==> src/rtl/rotor_step_ctrl.sv <==
// Enigma M3 rotor sequencer: accepts a keypress, double-steps the rotors, waits for the
// scrambler to settle, then returns the enciphered letter on a valid/ready output.
module rotor_step_ctrl #(
    parameter int unsigned NOTCH_R    = 21,
    parameter int unsigned NOTCH_M    = 4,
    parameter int unsigned SETTLE_CYC = 2
) (
    input  logic       CLK,
    input  logic       RST,
    input  logic       load_en,
    input  logic [4:0] load_pos_l,
    input  logic [4:0] load_pos_m,
    input  logic [4:0] load_pos_r,
    input  logic       key_valid,
    output logic       key_ready,
    input  logic [4:0] key_code,
    output logic [4:0] pos_l,
    output logic [4:0] pos_m,
    output logic [4:0] pos_r,
    output logic [4:0] enc_key,
    input  logic [4:0] cipher_code,
    output logic       out_valid,
    input  logic       out_ready,
    output logic [4:0] out_code,
    output logic       err
);

    localparam int unsigned PW      = 5;
    localparam int unsigned CW      = 4;
    localparam logic [PW-1:0] POS_MAX = PW'(25);

    typedef enum logic [1:0] {
        S_IDLE   = 2'd0,
        S_STEP   = 2'd1,
        S_SETTLE = 2'd2,
        S_DONE   = 2'd3
    } state_t;

    state_t         r_state, w_state_nxt;
    logic [PW-1:0]  r_pos_l, r_pos_m, r_pos_r;
    logic [PW-1:0]  w_pos_l_nxt, w_pos_m_nxt, w_pos_r_nxt;
    logic [PW-1:0]  r_enc_key, w_enc_key_nxt;
    logic [PW-1:0]  r_out_code, w_out_code_nxt;
    logic           r_out_valid, w_out_valid_nxt;
    logic           r_err, w_err_nxt;
    logic [CW-1:0]  r_cnt, w_cnt_nxt;
    logic           w_load_ok;
    logic           w_notch_r;
    logic           w_notch_m;

    function automatic logic [PW-1:0] inc26(input logic [PW-1:0] p);
        return (p == POS_MAX) ? '0 : p + PW'(1);
    endfunction

    assign w_load_ok = (load_pos_l <= POS_MAX) && (load_pos_m <= POS_MAX) &&
                       (load_pos_r <= POS_MAX);
    assign w_notch_r = (r_pos_r == PW'(NOTCH_R));
    assign w_notch_m = (r_pos_m == PW'(NOTCH_M));

    // Next-state and next-register values; every register holds unless a branch updates it.
    always_comb begin
        w_state_nxt     = r_state;
        w_pos_l_nxt     = r_pos_l;
        w_pos_m_nxt     = r_pos_m;
        w_pos_r_nxt     = r_pos_r;
        w_enc_key_nxt   = r_enc_key;
        w_out_code_nxt  = r_out_code;
        w_out_valid_nxt = r_out_valid;
        w_cnt_nxt       = r_cnt;
        w_err_nxt       = 1'b0;

        case (r_state)
            S_IDLE: begin
                if (load_en) begin
                    if (w_load_ok) begin
                        w_pos_l_nxt = load_pos_l;
                        w_pos_m_nxt = load_pos_m;
                        w_pos_r_nxt = load_pos_r;
                    end else begin
                        w_err_nxt = 1'b1;
                    end
                end else if (key_valid) begin
                    if (key_code <= POS_MAX) begin
                        w_enc_key_nxt = key_code;
                        w_state_nxt   = S_STEP;
                    end else begin
                        w_err_nxt = 1'b1;
                    end
                end
            end
            S_STEP: begin
                // Double-step: the middle rotor also moves when it sits on its own notch.
                w_pos_r_nxt = inc26(r_pos_r);
                if (w_notch_r || w_notch_m) begin
                    w_pos_m_nxt = inc26(r_pos_m);
                end
                if (w_notch_m) begin
                    w_pos_l_nxt = inc26(r_pos_l);
                end
                w_cnt_nxt   = '0;
                w_state_nxt = S_SETTLE;
            end
            S_SETTLE: begin
                if (r_cnt == CW'(SETTLE_CYC - 1)) begin
                    w_out_code_nxt  = cipher_code;
                    w_out_valid_nxt = 1'b1;
                    w_state_nxt     = S_DONE;
                end else begin
                    w_cnt_nxt = r_cnt + CW'(1);
                end
            end
            S_DONE: begin
                if (out_ready) begin
                    w_out_valid_nxt = 1'b0;
                    w_state_nxt     = S_IDLE;
                end
            end
            default: w_state_nxt = S_IDLE;
        endcase

        if (load_en && (r_state != S_IDLE)) begin
            w_err_nxt = 1'b1;
        end
    end

    always_ff @(posedge CLK) begin
        if (RST) begin
            r_state     <= S_IDLE;
            r_pos_l     <= '0;
            r_pos_m     <= '0;
            r_pos_r     <= '0;
            r_enc_key   <= '0;
            r_out_code  <= '0;
            r_out_valid <= 1'b0;
            r_err       <= 1'b0;
            r_cnt       <= '0;
        end else begin
            r_state     <= w_state_nxt;
            r_pos_l     <= w_pos_l_nxt;
            r_pos_m     <= w_pos_m_nxt;
            r_pos_r     <= w_pos_r_nxt;
            r_enc_key   <= w_enc_key_nxt;
            r_out_code  <= w_out_code_nxt;
            r_out_valid <= w_out_valid_nxt;
            r_err       <= w_err_nxt;
            r_cnt       <= w_cnt_nxt;
        end
    end

    assign key_ready = (r_state == S_IDLE) && !load_en;
    assign pos_l     = r_pos_l;
    assign pos_m     = r_pos_m;
    assign pos_r     = r_pos_r;
    assign enc_key   = r_enc_key;
    assign out_code  = r_out_code;
    assign out_valid = r_out_valid;
    assign err       = r_err;

endmodule

==> config.mk <==
export PLATFORM = sky130hd
export DESIGN_NAME = rotor_step_ctrl
export DESIGN_NICKNAME = d
export VERILOG_FILES = /design/src/rtl/rotor_step_ctrl.sv
export SDC_FILE = /design/constraint.sdc
export NUM_CORES = 1
export LEC_CHECK = 0
export ABC_AREA = 0
export CAP_MARGIN = 25
export CORE_ASPECT_RATIO = 0.6
export CORE_MARGIN = 2
export CORE_UTILIZATION = 47
export CTS_CLUSTER_DIAMETER = 200
export DETAILED_ROUTE_END_ITERATION = 12
export PLACE_DENSITY = 0.8
export SLEW_MARGIN = 0
export SYNTH_ARGS = -nofsm -noshare
export SYNTH_HDL_FRONTEND = slang
export SYNTH_SLANG_ARGS = --single-unit
==> constraint.sdc <==
create_clock -name CLK -period 2.38 [get_ports CLK]
set_clock_uncertainty 0.1 [all_clocks]
set_input_delay 0.357 -clock CLK [delete_from_list [all_inputs] [get_ports CLK]]
set_output_delay 0.357 -clock CLK [all_outputs]
set_load 0.005 [all_outputs]
==> metrics.txt <==
critical path arrival 1.68 ns; global-route wire length before repair 8286 um; Post-Synthesis Net Count 269; # diodes 0; Setup Viol. Count Final 0; Combinational Power Share 0.474; H-tree depth 2; P per Cell Area 860.9 nW/um2; ratio of cells with drive above 1 in the final layout 0.05594; worst-margin pin slew 0.5455 ns; Setup CP Type reg2out; Tmin final 2.134 ns; Reg2Reg Capture Point pos_m[2]; Post-synth EDFFs 0; Reg2Reg Depth 7; predominant post-synthesis flop cell dfxtp_1; Core Area 4054 um2; chip height 53.90 um; IO Pins 58; WL final 5113 um; FILL cells 330; Bufs and invs on worst path 2; Syn Inst Count 226; Max-Cap Viols 0; unique cell type count in the Yosys netlist 44; worst-path fanout max 8; total negative slack 0 ns; Clk Latency, worst-skew pair 0.28 ns; ANT nets after route 0; GRT Total Usage 0.2286; Top delay family on crit path buffers and inverters; CP max stage cell clkdlybuf4s50_1; Seq/Total Area, Yosys 0.3387; die area 4698 um2; Area Growth Syn to Fin 36.75%; P_int 1422 uW; Final Slew Violations 0; post_cts resized 0; number of cells on the critical path 4; Clock power frac 0.181; commonest non-fill, non-tap cells in the layout clkdlybuf4s50_1 (57), dfxtp_1 (33), nand2_1 (18); DRC 0; crit end category output pin; Cell Chain, Critical Path inv_1 -> ha_1 -> nor2b_1 -> clkdlybuf4s50_1; Post-Place Cell Area 2581 um2; Port Buf Inserts 57; Post CTS Setup Buffer Count 0; CP startpoint kind flip-flop; WHS Endpoint out_code[2]; FF+latch area 660.6 um2; gr ovfl total 0; Finished Layout Cells 336; Switching Fraction 0.3808; Critical Path RT 1.92 ns; R2R Path Start r_state[1]; number of global-route vias before repair 1751; top-area cell type share of the netlist area 0.3387; Leak 0.001033 uW; post-layout util 0.6580; hold path depth 2; Avg Inst Size Synth 8.631 um2; Mapped Area 1951 um2; hold_buf cts 0; Seq pwr share 0.345; die width 87.17 um; Starting Density 0.4812; initial antenna violation count 0; detailed placement HPWL 3785 um; clock sinks 33; dpl cells 329; FFs w/ async S/R, synth 0; Pre-antenna DRT Iters 4; fin area 2668 um2; final hold vios 0; CP peak stage delay 0.51 ns; commonest non-fill, non-tap cell in the layout clkdlybuf4s50_1; Worst-path clk slew 0.06 ns; Yosys reg bits 33; reg-to-reg setup timing slack 0.45 ns; GPL Wtd Cong 0.8941; status complete, no violations; crit share post-route 0.8965; Clock Path Buffers 2; Net Switching 874.6 uW; Nets 329; clock root buffer clkbuf_8; Slew Limit Headroom 0.6359; ranking of synthesized cells by area dfxtp_1 (34%), ha_1 (8.3%), mux2i_1 (5.1%), nand3_1 (4.1%), nand2_1 (3.5%); Ys Warns 0; via count 1900; largest net degree at the start of global routing 24; # rows 18; VDD IR max 0.4980 mV; Vias/cell 5.655; fmax 0.4687 GHz; CTS tree done; Hold Path Class reg2reg; RSZ-0062 raised after global routing false; Min-Delay Startpoint out_code[2]; Initial DRC Count 221; Routed WL per cell 15.22 um; dominant cell type by area after synthesis dfxtp_1; number of buffers created by CTS 5; area occupied by multi-input gates 1201 um2
how the worst max path moves through the flow:
stage / startpoint / endpoint / slack, ns
after floorplan: r_state[0] / pos_l[0] / 0.67
after global placement: load_pos_l[1] / pos_m[2] / 0.32
after detailed placement: load_en / pos_m[2] / 0.28
after CTS: r_state[1] / key_ready / 0.24
after global routing: r_state[1] / key_ready / 0.11
final: r_state[1] / key_ready / 0.25
Yosys cell counts (all sizes together), types with 5 or more instances:
library cell and n:
a21oi 11, and3 9, clkbuf 6, dfxtp 33, ha 13, inv 11, mux2i 10, nand2 18
nand2b 6, nand3 16, nand4b 6, nor2 17, nor3 6, o2111ai 5, o31ai 5
power groups by stage:
stage	logic, uW	registers (uW)	clock network, uW
finish	1090	792	417
global route	1210	811	452
CTS	1080	790	429
detailed placement	1070	800	0
global placement	1060	799	0
floorplan	671	782	0
registers in the layout (all words and copies together) (netlist names):
signal	flops
enc_key	5
err	1
out_code	5
out_valid	1
pos_l	5
pos_m	5
pos_r	5
r_cnt	4
r_state	2
worst min-delay path, delay by kind of cell, from the launching register on:
family           cells  cell delay, ns
muxes                1            0.06
and+or+nand+nor      1            0.08
DFF                  1            0.33
logic make-up (layout without fill, tap and decap cells):
kind of cell	after synthesis	after routing	synth area share
AOI/OAI and AO/OA	56	56	0.2162
xor gates and xnor gates	4	4	0.01796
adders and majority gates	13	13	0.08339
buffers and inverters	21	81	0.04554
DFF	33	33	0.3387
muxes	10	10	0.05132
and+or+nand+nor	89	89	0.2470
stage by stage:
step	power (uW)	hold slack, ns	setup slack, ns
global placement	1856	0.3747	0.3182
finish	2297	0.4007	0.2464
detailed placement	1871	0.3867	0.2751
global route	2473	0.4212	0.1065
floorplan	1453	0.3731	0.6697
CTS	2299	0.4030	0.2369
cell type report:
class / count / share of cell area
well taps: 50 / 0.02345
flip-flops and latches: 33 / 0.2477
multi-input cells: 172 / 0.4503
clock buffers: 7 / 0.03236
inverters: 11 / 0.01548
repair buffers: 63 / 0.2308
per-layer routing:
metal	GRT usage	part of all wire
met2	0.3308	0.41
met1	0.3336	0.51
met4	0.06410	0.0086
met3	0.06135	0.063
met5	0	0
No activity file was read; power rests on OpenSTA's default activity.
